File: config.mk
export PLATFORM = sky130hd
export DESIGN_NAME = alarm_buzzer_ctrl_flat
export DESIGN_NICKNAME = d
export VERILOG_FILES = /design/src/rtl/alarm_buzzer_ctrl_if.sv /design/src/rtl/alarm_buzzer_ctrl.sv /design/src/flat_wrapper.sv
export SDC_FILE = /design/constraint.sdc
export NUM_CORES = 1
export LEC_CHECK = 0
export ABC_CLOCK_PERIOD_IN_PS = 4800
export BUFFER_PORTS_ARGS = -buffer_cell sky130_fd_sc_hd__buf_2
export CAP_MARGIN = 20
export CORE_MARGIN = 2
export CORE_UTILIZATION = 55
export DETAILED_ROUTE_END_ITERATION = 6
export GPL_TIMING_DRIVEN = 0
export PLACE_DENSITY = 0.84
export SYNTH_ARGS = -nofsm -noshare
export SYNTH_HDL_FRONTEND = slang
export SYNTH_SLANG_ARGS = --single-unit
File: constraint.sdc
create_clock -name clk -period 4.8 [get_ports clk]
set_clock_uncertainty 0.05 [all_clocks]
set_input_delay 1.2 -clock clk [delete_from_list [all_inputs] [get_ports clk]]
set_output_delay 1.2 -clock clk [all_outputs]
set_load 0.02 [all_outputs]
File: src/rtl/alarm_buzzer_ctrl_if.sv
// alarm_buzzer_ctrl_if: clock/alarm time, key pulses and buzzer status between the UI and the buzzer owner
interface alarm_buzzer_ctrl_if;
  logic       tick_1hz;
  logic       tick_beep;
  logic       alarm_on;
  logic [4:0] clk_hr;
  logic [5:0] clk_min;
  logic [5:0] clk_sec;
  logic [4:0] al_hr;
  logic [5:0] al_min;
  logic       snooze;
  logic       stop;
  logic       key_beep;
  logic       buzzer;
  logic       ringing;
  logic       snoozing;
  modport master (
    output tick_1hz, tick_beep, alarm_on, clk_hr, clk_min, clk_sec, al_hr, al_min, snooze, stop, key_beep,
    input  buzzer, ringing, snoozing
  );
  modport slave (
    input  tick_1hz, tick_beep, alarm_on, clk_hr, clk_min, clk_sec, al_hr, al_min, snooze, stop, key_beep,
    output buzzer, ringing, snoozing
  );
endinterface

File: src/rtl/alarm_buzzer_ctrl.sv
// alarm_buzzer_ctrl: shares the buzzer between alarm ring/snooze/timeout sequencing and key-click beeps
module alarm_buzzer_ctrl #(
  parameter int RING_TIMEOUT = 60,
  parameter int SNOOZE_SEC   = 300,
  parameter int BEEP_ON      = 2,
  parameter int BEEP_OFF     = 2,
  parameter int CLICK_LEN    = 1
) (
  input logic clk,
  input logic rst,
  alarm_buzzer_ctrl_if.slave bus
);
  localparam int RW = $clog2(RING_TIMEOUT + 1);
  localparam int SW = $clog2(SNOOZE_SEC + 1);
  localparam int PW = $clog2(BEEP_ON + BEEP_OFF + 1);
  localparam int CW = $clog2(CLICK_LEN + 1);
  typedef enum logic [1:0] {IDLE, RING, SNOOZE} state_t;
  state_t        state_q, state_d;
  logic          match_d_q, match_d_d;
  logic [RW-1:0] ring_cnt_q, ring_cnt_d;
  logic [SW-1:0] snz_cnt_q, snz_cnt_d;
  logic [PW-1:0] pat_cnt_q, pat_cnt_d;
  logic [CW-1:0] click_cnt_q, click_cnt_d;
  logic          buzzer_q, buzzer_d;
  logic          match, trig, ring_done, snz_done, enter_ring, in_ring;
  always_comb begin
    match      = bus.alarm_on && bus.clk_hr == bus.al_hr && bus.clk_min == bus.al_min && bus.clk_sec == 6'd0;
    trig       = match && !match_d_q;
    match_d_d  = match;
    in_ring    = state_q == RING;
    ring_done  = bus.tick_1hz && ring_cnt_q == RW'(RING_TIMEOUT - 1);
    snz_done   = bus.tick_1hz && snz_cnt_q == SW'(SNOOZE_SEC - 1);
    state_d    = !bus.alarm_on    ? IDLE :
                 state_q == IDLE  ? (trig ? RING : IDLE) :
                 in_ring          ? (bus.stop ? IDLE : bus.snooze ? SNOOZE : ring_done ? IDLE : RING) :
                                    (bus.stop ? IDLE : snz_done ? RING : SNOOZE);
    enter_ring = state_d == RING && !in_ring;
    // any state change restarts both second counters, so entry always sees zero
    ring_cnt_d = state_d != state_q ? '0 : (in_ring && bus.tick_1hz) ? ring_cnt_q + 1'b1 : ring_cnt_q;
    snz_cnt_d  = state_d != state_q ? '0 : (state_q == SNOOZE && bus.tick_1hz) ? snz_cnt_q + 1'b1 : snz_cnt_q;
    pat_cnt_d  = enter_ring ? '0 :
                 (in_ring && bus.tick_beep) ? (pat_cnt_q == PW'(BEEP_ON + BEEP_OFF - 1) ? '0 : pat_cnt_q + 1'b1) :
                 pat_cnt_q;
    click_cnt_d = enter_ring ? '0 :
                  (bus.key_beep && !in_ring) ? CW'(CLICK_LEN) :
                  (bus.tick_beep && click_cnt_q != '0) ? click_cnt_q - 1'b1 : click_cnt_q;
    // buzzer is computed from next-state values so it changes on the same edge as ringing
    buzzer_d   = state_d == RING ? pat_cnt_d < PW'(BEEP_ON) : click_cnt_d != '0;
  end
  always_ff @(posedge clk or posedge rst) begin
    if (rst) begin
      state_q     <= IDLE;
      match_d_q   <= 1'b0;
      ring_cnt_q  <= '0;
      snz_cnt_q   <= '0;
      pat_cnt_q   <= '0;
      click_cnt_q <= '0;
      buzzer_q    <= 1'b0;
    end else begin
      state_q     <= state_d;
      match_d_q   <= match_d_d;
      ring_cnt_q  <= ring_cnt_d;
      snz_cnt_q   <= snz_cnt_d;
      pat_cnt_q   <= pat_cnt_d;
      click_cnt_q <= click_cnt_d;
      buzzer_q    <= buzzer_d;
    end
  end
  assign bus.buzzer   = buzzer_q;
  assign bus.ringing  = state_q == RING;
  assign bus.snoozing = state_q == SNOOZE;
endmodule

File: src/flat_wrapper.sv
// flat-port wrapper written by rule: the top's interface ports become plain ports
module alarm_buzzer_ctrl_flat 
#(
  parameter int RING_TIMEOUT = 60,
  parameter int SNOOZE_SEC   = 300,
  parameter int BEEP_ON      = 2,
  parameter int BEEP_OFF     = 2,
  parameter int CLICK_LEN    = 1
)
  (clk, rst, bus_tick_1hz, bus_tick_beep, bus_alarm_on, bus_clk_hr, bus_clk_min, bus_clk_sec, bus_al_hr, bus_al_min, bus_snooze, bus_stop, bus_key_beep, bus_buzzer, bus_ringing, bus_snoozing);
  alarm_buzzer_ctrl_if bus_i ();
  input logic clk;
  input logic rst;
  input wire logic [$bits(bus_i.tick_1hz)-1:0] bus_tick_1hz;
  input wire logic [$bits(bus_i.tick_beep)-1:0] bus_tick_beep;
  input wire logic [$bits(bus_i.alarm_on)-1:0] bus_alarm_on;
  input wire logic [$bits(bus_i.clk_hr)-1:0] bus_clk_hr;
  input wire logic [$bits(bus_i.clk_min)-1:0] bus_clk_min;
  input wire logic [$bits(bus_i.clk_sec)-1:0] bus_clk_sec;
  input wire logic [$bits(bus_i.al_hr)-1:0] bus_al_hr;
  input wire logic [$bits(bus_i.al_min)-1:0] bus_al_min;
  input wire logic [$bits(bus_i.snooze)-1:0] bus_snooze;
  input wire logic [$bits(bus_i.stop)-1:0] bus_stop;
  input wire logic [$bits(bus_i.key_beep)-1:0] bus_key_beep;
  output wire logic [$bits(bus_i.buzzer)-1:0] bus_buzzer;
  output wire logic [$bits(bus_i.ringing)-1:0] bus_ringing;
  output wire logic [$bits(bus_i.snoozing)-1:0] bus_snoozing;
  assign bus_i.tick_1hz = bus_tick_1hz;
  assign bus_i.tick_beep = bus_tick_beep;
  assign bus_i.alarm_on = bus_alarm_on;
  assign bus_i.clk_hr = bus_clk_hr;
  assign bus_i.clk_min = bus_clk_min;
  assign bus_i.clk_sec = bus_clk_sec;
  assign bus_i.al_hr = bus_al_hr;
  assign bus_i.al_min = bus_al_min;
  assign bus_i.snooze = bus_snooze;
  assign bus_i.stop = bus_stop;
  assign bus_i.key_beep = bus_key_beep;
  assign bus_buzzer = bus_i.buzzer;
  assign bus_ringing = bus_i.ringing;
  assign bus_snoozing = bus_i.snoozing;
  alarm_buzzer_ctrl #(.RING_TIMEOUT(RING_TIMEOUT), .SNOOZE_SEC(SNOOZE_SEC), .BEEP_ON(BEEP_ON), .BEEP_OFF(BEEP_OFF), .CLICK_LEN(CLICK_LEN)) u_core (.clk(clk), .rst(rst), .bus(bus_i));
endmodule
* After elaboration in Yosys (flattened, before gate mapping)
Cells that the tools add are included. W data, S select, Z words.
Word-level totals: flip-flop bits (word level) 23, input bits 36, output and inout port bits 3, word-level logic and storage cells 59
Cells by class: add/sub/neg operators 4, order comparisons 1, eq/ne operators 9, multiplexer cells 20, reductions and logical operators 18
Operator list (count):
- $mux W9 | 2
- $mux W2 | 7
- $logic_and A1 B1 Y1 | 12
- $mux W6 | 2
- $add A9 B1 Y9 const B | 1
- $eq A9 B9 Y1 const B | 1
- $mux W3 | 3
- $add A6 B1 Y6 const B | 1
- $eq A6 B6 Y1 | 1
- $eq A6 B6 Y1 const B | 1
- $logic_not A6 Y1 | 1
- $mux W1 | 6
- $eq A5 B5 Y1 | 1
- $eq A2 B1 Y1 const B | 2
- $reduce_bool A2 Y1 | 2
- $add A3 B1 Y3 const B | 1
- $eq A3 B2 Y1 const B | 1
- $lt A3 B2 Y1 const B | 1
- $eq A2 B2 Y1 const B | 1
- $logic_not A1 Y1 | 2
- $logic_not A2 Y1 | 1
- $ne A2 B2 Y1 | 1
- $sub A1 B1 Y1 const B | 1

* Longest topological paths before layout
Gate-level depths: netlist of the first run.
depth in word-level cells 13, gate-level depth with buffers 7

* Least setup slack after synthesis of the first run
No wires, ideal clock.
path kind input-to-reg, start in bus_al_min[3], end reg u_core.ring_cnt_q[0], setup time 0.119 ns, data arrival time 2.242 ns, path slack 2.390 ns, stages 6, path buffers 1, cell sequence xor2_1 nor4_2 nand4_2 o211ai_2 buf_6 nor2_1
Between the ends: longest elaborated chain between the ends 9, elaborated cells on any way between the ends 10, those cells by class 2 x eq/ne; 4 x mux; 4 x reduce/logical
Ends and longest elaborated chain:
- start: declaration | line flat_wrapper.sv:21 | input wire logic [$bits(bus_i.al_min)-1:0] bus_al_min;
- $eq A6 B6 Y1 * | line alarm_buzzer_ctrl.sv:27 | match = bus.alarm_on && bus.clk_hr == bus.al_hr && bus.clk_min == bus.al_min && bus.clk_sec == 6'd0;
- $logic_and A1 B1 Y1 * (2 in series) | line alarm_buzzer_ctrl.sv:27
- $logic_and A1 B1 Y1 * | line alarm_buzzer_ctrl.sv:28 | trig = match && !match_d_q;
- $mux W1 * | line alarm_buzzer_ctrl.sv:34 | state_q == IDLE ? (trig ? RING : IDLE) :
- $mux W2 * | line alarm_buzzer_ctrl.sv:34
- $mux W2 * | line alarm_buzzer_ctrl.sv:33 | state_d = !bus.alarm_on ? IDLE :
- $ne A2 B2 Y1 * | line alarm_buzzer_ctrl.sv:39 | ring_cnt_d = state_d != state_q ? '0 : (in_ring && bus.tick_1hz) ? ring_cnt_q + 1'b1 : ring_cnt_q;
- $mux W6 / $reduce_bool A2 Y1 (equally long branches)
- end signal: assignment | line alarm_buzzer_ctrl.sv:62 | ring_cnt_q <= ring_cnt_d;
- end: declaration | line alarm_buzzer_ctrl.sv:20 | logic [RW-1:0] ring_cnt_q, ring_cnt_d;
Every way passes the cells marked *; elsewhere a longest branch is shown, timed or not. A chain may end at the register's enable or synchronous reset.

* Worst setup path in the final report of the first run
start reg u_core.state_q[1], end out bus_ringing
Between the ends: longest elaborated chain between the ends 1
Ends and longest elaborated chain:
- start: declaration | line alarm_buzzer_ctrl.sv:18 | state_t state_q, state_d;
- start signal: assignment | line alarm_buzzer_ctrl.sv:60 | state_q <= state_d;
- $eq A2 B1 Y1 | line alarm_buzzer_ctrl.sv:70 | assign bus.ringing = state_q == RING;
- end: declaration | line flat_wrapper.sv:26 | output wire logic [$bits(bus_i.ringing)-1:0] bus_ringing;
Every way passes these cells.

==> reports/results.txt, run 1 <==
Syn Area/Cell - 9.72 sq um
ANT cells - 0
Area growth syn-to-layout - 18.5%
IO Port Bufs - 38
Initial Util - 56.7%
Worst Path Arrival - 1.43 ns
DR WL/cell - 13.9 microns
Sequential area share after synthesis - 41.7%
Remaining antenna violation count - 0
Min Tclk post-route - 2.68 ns
Static Leak - 0.000801 uW
Largest net degree at the start of global routing - 24
First-pass GRT wire length - 4.93 mm
Cts hold-fix bufs - 0
#FFs+latches synth - 23
Most frequent cells in the layout - 39 x buf_2, 23 x dfrtp_1, 19 x nor2_1
Max-Cap Viols - 0
DRC Markers - 0
Setup repair bufs after CTS - 0
Max stage delay on crit path - 0.49 ns
Maximum vdd drop - 0.188 mV
EDFF count, synth - 0
Final HPWL DP - 2.37 mm
Setup Viol. Count Final - 0
CTS tree - done
Post-synth ARST share - 100%
Crit path kind - flop to output port
Num CTS Buffers - 3
Worst slack at placement - 2.07 ns
Fill cells - 199
# H-tree levels - 1
DR pass1 iterations - 4
Multi-input logic area - 766 sq um
Net Count, Synth - 181
IO Pins - 39
DRT iter0 DRCs - 15
Die height - 54.1 microns
Top cell family by delay on the critical path - buffers and inverters
CP endpoint kind - output port
# rows - 18
CP cell instances - inv_1, nand2_1, inv_1, buf_2
Die area - 2930 sq um
Clk buf depth - 2
Layout cells sized above 1 - 29.9%
P per Cell Area - 202 nW/um^2
Min setup slack post-route - 2.12 ns
Nets - 224
CP max FO - 8
Clock Tree Root - clkbuf_4
Post-Syn Area - 1380 sq um
Crit path buf inv count - 3
Die Width - 54.1 microns
Final worst-path cycle share - 55.7%
Final Max Tran Viols - 0
PostCTS Resize Cnt - 0
Most used DFF post-synth - dfrtp_1
Total Wirelength - 2.97 mm
Slew HR - 40.9%
Vias - 1188
Initial antenna violation count - 0
GRT Total Usage - 23.6%
Syn Inst Count - 142
GPL Wtd Cong - 0.822
Most frequent CP cell - inv_1
Setup_tns - 0 ns
Post-synth cell types - 37
Required @ worst endpoint - 3.55 ns
Clock-pin slew on the worst setup and hold paths - 0.13 ns
Commonest non-fill, non-tap cell in the layout - buf_2
Fmax - 0.374 GHz
Worst-margin pin slew - 0.885 ns
Final Hold Vio Count - 0
Outcome - complete, no violations
Number of global-route vias before repair - 1144
Sequential cell area - 576 sq um
Startpoint types - flop
Worst skew pair latency - 0.32 ns
CTS sink cnt - 23
Vias per cell - 5.55
RSZ-0062 raised after global routing - no
Critical-path top delay cell - dfrtp_1
Grt ovf - 0
Ys Warns - 0
Hold Path Class - flop to flop
Core ar. - 2430 sq um
[layout make-up]
type                    count  share of cell area, %
clock buffers               3                   1.38
flip-flops and latches     23                   35.2
repair buffers             38                   11.6
clock inverters             1                  0.306
well taps                  30                   2.30
multi-input cells         111                   46.8
plain buffers               2                  0.995
inverters                   6                   1.38
[cells in the mapped netlist, types with 2 or more instances]
master    count  share of area, %
a21oi_1       7               2.5
and3_1        4               1.8
and4_1        2               1.3
dfrtp_1      23                42
ha_1          3               2.7
inv_1         6               1.6
mux2i_1       2               1.5
nand2_1      11               3.0
nand3_1       4               1.5
nand4_1       4               1.8
nand4b_1      2               1.3
nor2_1       19               5.2
nor2_2        3               1.4
nor3_1        6               2.2
nor4_2        2               1.8
xnor2_1      11               7.0
xor2_1       13               8.3
[registers in the layout, indices dropped and copies added, names as in the netlist]
name / flops
u_core.pat_cnt_q: 3
u_core.bus.buzzer: 1
u_core.click_cnt_q: 1
u_core.snz_cnt_q: 9
u_core.match_d_q: 1
u_core.ring_cnt_q: 6
u_core.state_q: 2
[report_power, final]
| part | switching (uW) | internal, uW |
|---|---|---|
| Sequential | 1.18 | 196 |
| Combinational | 22.2 | 19.8 |
| Clock | 59.2 | 31.2 |
| Total | 82.6 | 247 |
[tightest hold or removal path, delay by kind of cell (launching register included)]
| kind | cells | cell delay, ns |
|---|---|---|
| compound gates | 1 | 0.06 |
| flops | 1 | 0.41 |
| simple gates | 1 | 0.06 |
[path summary, 6_finish.rpt]
check	slack [ns]	cells past startpoint	endpoint	start
max in group asynchronous	3.16	2	u_core.snz_cnt_q[4]	rst
worst min-delay path	0.51	2	u_core.snz_cnt_q[1]	u_core.snz_cnt_q[1]
min in group asynchronous	1.00	2	u_core.state_q[0]	rst
worst min register to register	0.51	2	u_core.snz_cnt_q[1]	u_core.snz_cnt_q[1]
worst max register to register	2.97	6	u_core.bus.buzzer	u_core.ring_cnt_q[0]
worst max-delay path	2.12	4	bus_ringing	u_core.state_q[1]
[per-stage QoR]
stage	hold WS (ns)	area (sq um)	total power [uW]	util, %	instances
after detailed placement	0.485	1610	243	66.1	210
after global routing	0.540	1640	344	67.2	214
after CTS	0.510	1640	331	67.2	214
final	0.510	1640	330	67.2	214
after global placement	0.474	1610	240	66.1	210
after floorplan	0.455	1380	221	-	142
[cells by family after synthesis]
kind of cell    share of synthesized area (%)
compound gates                           7.52
xor+xnor                                 15.2
fa+ha+maj                                2.72
buf+inv                                  2.81
flops                                    41.7
mux                                      1.45
simple gates                             28.6
[per-layer routing]
| metal | vias up | share of wire, % | track usage [%] |
|---|---|---|---|
| met5 | - | 0 | 0 |
| met4 | 0 | 1.2 | 8.75 |
| met3 | 4 | 4.5 | 2.78 |
| met2 | 32 | 54 | 44.1 |
| met1 | 570 | 41 | 27.3 |
| li1 | 582 | - | - |
Note: power is estimated with default switching activity, not from simulation.
==> run 2: changes to the inputs <==
--- a/config.mk
+++ b/config.mk
@@ -5,14 +5,14 @@
 export SDC_FILE = /design/constraint.sdc
 export NUM_CORES = 1
 export LEC_CHECK = 0
-export ABC_CLOCK_PERIOD_IN_PS = 4800
+export ABC_CLOCK_PERIOD_IN_PS = 2200
 export BUFFER_PORTS_ARGS = -buffer_cell sky130_fd_sc_hd__buf_2
 export CAP_MARGIN = 20
 export CORE_MARGIN = 2
-export CORE_UTILIZATION = 55
+export CORE_UTILIZATION = 46
 export DETAILED_ROUTE_END_ITERATION = 6
 export GPL_TIMING_DRIVEN = 0
-export PLACE_DENSITY = 0.84
+export PLACE_DENSITY = 0.75
 export SYNTH_ARGS = -nofsm -noshare
 export SYNTH_HDL_FRONTEND = slang
 export SYNTH_SLANG_ARGS = --single-unit
==> constraint.sdc (replaced) <==
create_clock -name clk -period 2.2 [get_ports clk]
set_clock_uncertainty 0.05 [all_clocks]
set_input_delay 0.55 -clock clk [delete_from_list [all_inputs] [get_ports clk]]
set_output_delay 0.55 -clock clk [all_outputs]
set_load 0.02 [all_outputs]
==> reports/results.txt, run 2 (synthesis results as in run 1) <==
Outcome - complete, no violations
Required @ worst endpoint - 1.60 ns
GPL Wtd Cong - 0.783
P per Cell Area - 439 nW/um^2
DR pass1 iterations - 4
Commonest non-fill, non-tap cell in the layout - buf_2
Flop-to-flop setup slack - 0.38 ns
Die Width - 58.8 microns
CP cell instances - inv_1, nand2_1, inv_1, buf_2
Startpoint types - flop
Num CTS Buffers - 3
Hold Path Class - input port to async pin
Top cell family by delay on the critical path - flip-flops
Fmax - 0.505 GHz
Clock-pin slew on the worst setup and hold paths - 0.13 ns
Reg-to-reg startpoint - u_core.ring_cnt_q[0]
Vias per cell - 5.32
DRC Markers - 0
Min Tclk post-route - 1.98 ns
Max stage delay on crit path - 0.48 ns
Largest net degree at the start of global routing - 24
Worst skew pair latency - 0.32 ns
Most frequent cells in the layout - 39 x buf_2, 23 x dfrtp_1, 19 x nor2_1
Number of global-route vias before repair - 1173
Crit path buf inv count - 3
Number of flip-flops in the largest register - 9
DRT iter0 DRCs - 32
Clock Tree Root - clkbuf_4
Grt ovf - 0
Clk buf depth - 2
Max-Cap Viols - 0
IO Pins - 39
Cts hold-fix bufs - 0
Area growth syn-to-layout - 18.6%
Setup_tns - 0 ns
Critical-path top delay cell - dfrtp_1
GRT busiest layer - met2
Setup repair bufs after CTS - 0
Multi-input logic area - 766 sq um
PostCTS Resize Cnt - 0
Largest Register - u_core.snz_cnt_q
CP max FO - 8
First-pass GRT wire length - 4.79 mm
CP endpoint kind - output port
Setup Viol. Count Final - 0
Sequential cell area - 576 sq um
Grt met2 use - 32.9%
Final worst-path cycle share - 90.0%
Grt met1 use - 21.0%
Initial Util - 49.2%
Crit path kind - flop to output port
Register-to-Register Path Depth - 6
Static Leak - 0.000801 uW
Final HPWL DP - 2.19 mm
Most frequent CP cell - inv_1
RSZ-0062 raised after global routing - no
# H-tree levels - 1
CTS sink cnt - 23
Largest registers - u_core.snz_cnt_q: 9 flops, u_core.ring_cnt_q: 6 flops, u_core.pat_cnt_q: 3 flops
Remaining antenna violation count - 0
Final Hold Vio Count - 0
Core ar. - 2810 sq um
Met3 usage - 3.96%
Initial antenna violation count - 0
Die area - 3450 sq um
GRT Total Usage - 18.0%
IO Port Bufs - 38
Die height - 58.8 microns
Nets - 224
CTS tree - done
Worst Path Arrival - 1.38 ns
Final Max Tran Viols - 0
ANT cells - 0
Total Wirelength - 2.71 mm
# rows - 19
DR WL/cell - 12.6 microns
Fill cells - 258
Final Util - 58.3%
FF-to-FF End - u_core.bus.buzzer
Vias - 1143
Layout cells sized above 1 - 29.9%
Final Power - 718 uW
Maximum vdd drop - 0.403 mV
Slew HR - 43.0%
Worst-margin pin slew - 0.854 ns
==> run 2: through the flow <==
step	instances	instance area, sq um	hold slack, ns	setup slack, ns
3_5_place_dp	211	1610	0.495	0.126
6_report	215	1640	0.333	0.220
2_1_floorplan	142	1380	0.455	0.440
3_3_place_gp	211	1610	0.473	0.141
5_1_grt	215	1640	0.407	0.112
4_1_cts	215	1640	0.370	0.209
==> run 2: layer usage <==
metal / vias up / wire [microns]
met3: 4 / 89
met4: 0 / 27
li1: 577 / -
met1: 545 / 1180
met5: - / 0
met2: 17 / 1410
==> run 2: area by class of cell <==
class	instances	share of cell area [%]
plain buffers	2	0.994
clock buffers	3	1.38
clock inverters	1	0.306
inverters	6	1.38
multi-input cells	111	46.8
flip-flops and latches	23	35.2
well taps	31	2.37
repair buffers	38	11.6
==> run 2: worst max-delay path by stage <==
stage,from,end,slack (ns),depth (start not counted)
after floorplan,bus_al_min[3],u_core.ring_cnt_q[5],0.44,6
after global placement,bus_al_min[3],u_core.ring_cnt_q[0],0.14,7
after detailed placement,bus_al_min[3],u_core.ring_cnt_q[0],0.13,7
after CTS,u_core.state_q[1],bus_ringing,0.21,4
after global routing,u_core.state_q[1],bus_ringing,0.11,4
final,u_core.state_q[1],bus_ringing,0.22,4
==> run 2: power by group <==
part | internal, uW | switching (uW) | total, uW
sequential | 428 | 2.53 | 430
clock | 68.1 | 131 | 199
combinational | 43.2 | 45.9 | 89.2
==> run 3: changes to the inputs <==
--- a/config.mk
+++ b/config.mk
@@ -5,14 +5,14 @@
 export SDC_FILE = /design/constraint.sdc
 export NUM_CORES = 1
 export LEC_CHECK = 0
-export ABC_CLOCK_PERIOD_IN_PS = 2200
+export ABC_CLOCK_PERIOD_IN_PS = 1950
 export BUFFER_PORTS_ARGS = -buffer_cell sky130_fd_sc_hd__buf_2
 export CAP_MARGIN = 20
 export CORE_MARGIN = 2
-export CORE_UTILIZATION = 46
+export CORE_UTILIZATION = 51
 export DETAILED_ROUTE_END_ITERATION = 6
 export GPL_TIMING_DRIVEN = 0
-export PLACE_DENSITY = 0.75
+export PLACE_DENSITY = 0.78
 export SYNTH_ARGS = -nofsm -noshare
 export SYNTH_HDL_FRONTEND = slang
 export SYNTH_SLANG_ARGS = --single-unit
==> constraint.sdc (replaced) <==
create_clock -name clk -period 1.95 [get_ports clk]
set_clock_uncertainty 0.05 [all_clocks]
set_input_delay 0.4875 -clock clk [delete_from_list [all_inputs] [get_ports clk]]
set_output_delay 0.4875 -clock clk [all_outputs]
set_load 0.02 [all_outputs]
==> reports/results.txt, run 3 (synthesis results as in run 1) <==
CP Launch Point - u_core.state_q[1]
Area growth syn-to-layout - 20.8%
Nets - 228
P per Cell Area - 485 nW/um^2
Remaining antenna violation count - 0
Reg-to-reg startpoint - u_core.ring_cnt_q[0]
Vias per cell - 5.48
Initial antenna violation count - 0
Cts hold-fix bufs - 0
Largest Register - u_core.snz_cnt_q
Fmax - 0.543 GHz
Total Wirelength - 2.78 mm
Die area - 3140 sq um
Flop-to-flop setup slack - 0.13 ns
ANT cells - 0
Clock Tree Root - clkbuf_4
Number of flip-flops in the largest register - 9
CP max FO - 8
Outcome - complete, no violations
Worst Path Arrival - 1.30 ns
RSZ-0062 raised after global routing - no
Slew HR - 42.5%
DRT iter0 DRCs - 23
Grt ovf - 0
Clock-pin slew on the worst setup and hold paths - 0.12 ns
Final worst-path cycle share - 94.4%
Vias - 1194
GPL Wtd Cong - 0.785
First-pass GRT wire length - 5.00 mm
Setup_tns - 0 ns
Final Max Tran Viols - 0
GRT Total Usage - 19.3%
Fill cells - 221
Static Leak - 0.000818 uW
Largest registers - u_core.snz_cnt_q: 9 flops, u_core.ring_cnt_q: 6 flops, u_core.pat_cnt_q: 3 flops
Clk buf depth - 2
Dpl cells - 210
FF-to-FF End - u_core.bus.buzzer
Max-Cap Viols - 0
Worst skew pair latency - 0.31 ns
Layout cells sized above 1 - 32.4%
Largest net degree at the start of global routing - 24
Die Width - 56.0 microns
Number of global-route vias before repair - 1224
CTS sink cnt - 23
DR pass1 iterations - 4
Final Non-Filler Cells - 218
Register-to-Register Path Depth - 6
Core ar. - 2520 sq um
Min Tclk post-route - 1.84 ns
Num CTS Buffers - 3
# rows - 18
Hold Path Class - input port to async pin
Maximum vdd drop - 0.431 mV
Worst-margin pin slew - 0.862 ns
Required @ worst endpoint - 1.41 ns
Most frequent cells in the layout - 39 x buf_2, 22 x dfrtp_1, 19 x nor2_1
Worst setup endpoint - bus_ringing
DRC Markers - 0
Die height - 56.0 microns
Startpoint types - flop
Commonest non-fill, non-tap cell in the layout - buf_2
IO Port Bufs - 38
Crit path kind - flop to output port
Initial Util - 54.7%
DR WL/cell - 12.8 microns
# H-tree levels - 1
Final Hold Vio Count - 0
CTS tree - done
CP endpoint kind - output port
Setup Viol. Count Final - 0
Final HPWL DP - 2.23 mm
IO Pins - 39
## run 3: changes by cell type in the layout (fill, tap and decap cells not counted), sizes merged
cell,before,now
buf,40,44
## run 3: critical path, stage by stage, from the launching register on
cell,delay (ns)
dfrtp_2,0.48
inv_1,0.10
nand2_1,0.12
inv_2,0.12
buf_2,0.17
## run 3: layer usage
metal	GRT usage [%]	vias to the layer above	routed length [microns]
met5	0	-	0
met4	3.40	0	19
met3	3.02	2	149
met2	35.8	36	1400
met1	23.7	568	1210
li1	-	588	-
## run 3: what timing repair did
action                     CTS  global route
setup endpoints to repair    0            12
resized for setup            0             2
buffers inserted             0             4
## run 3: layout make-up
type,count,area [sq um],share of cell area [%]
clock inverters,1,5.00,0.300
well taps,30,37.5,2.25
plain buffers,2,16.3,0.976
multi-input cells,111,766,45.9
inverters,6,22.5,1.35
clock buffers,3,22.5,1.35
flip-flops and latches,23,577,34.6
repair buffers,42,220,13.2
## run 3: through the flow
stage	worst slack [ns]	hold WS [ns]	instance area (sq um)	power, uW	utilization [%]
final	0.109	0.283	1670	808	66.1
after floorplan	0.240	0.439	1380	543	-
after global placement	-0.0181	0.479	1610	592	63.7
after global routing	0.0210	0.360	1670	854	66.1
after detailed placement	-0.0387	0.480	1610	598	63.7
after CTS	0.0284	0.321	1640	817	64.8
## run 3: where the power goes
| group | switching, uW | total (uW) | internal (uW) |
|---|---|---|---|
| combinational | 53.6 | 104 | 50.4 |
| clock | 143 | 219 | 76.6 |
| sequential | 2.72 | 485 | 482 |
| total | 199 | 808 | 609 |
## run 3: how the worst min path moves through the flow
stage	slack [ns]	end	start	cells after the start
final	0.28	u_core.snz_cnt_q[5]	rst	2
after global routing	0.36	u_core.ring_cnt_q[1]	rst	2
after CTS	0.32	u_core.pat_cnt_q[0]	rst	2
after detailed placement	0.48	u_core.ring_cnt_q[4]	u_core.ring_cnt_q[4]	2
after global placement	0.48	u_core.ring_cnt_q[4]	u_core.ring_cnt_q[4]	2
after floorplan	0.44	u_core.bus.buzzer	rst	1
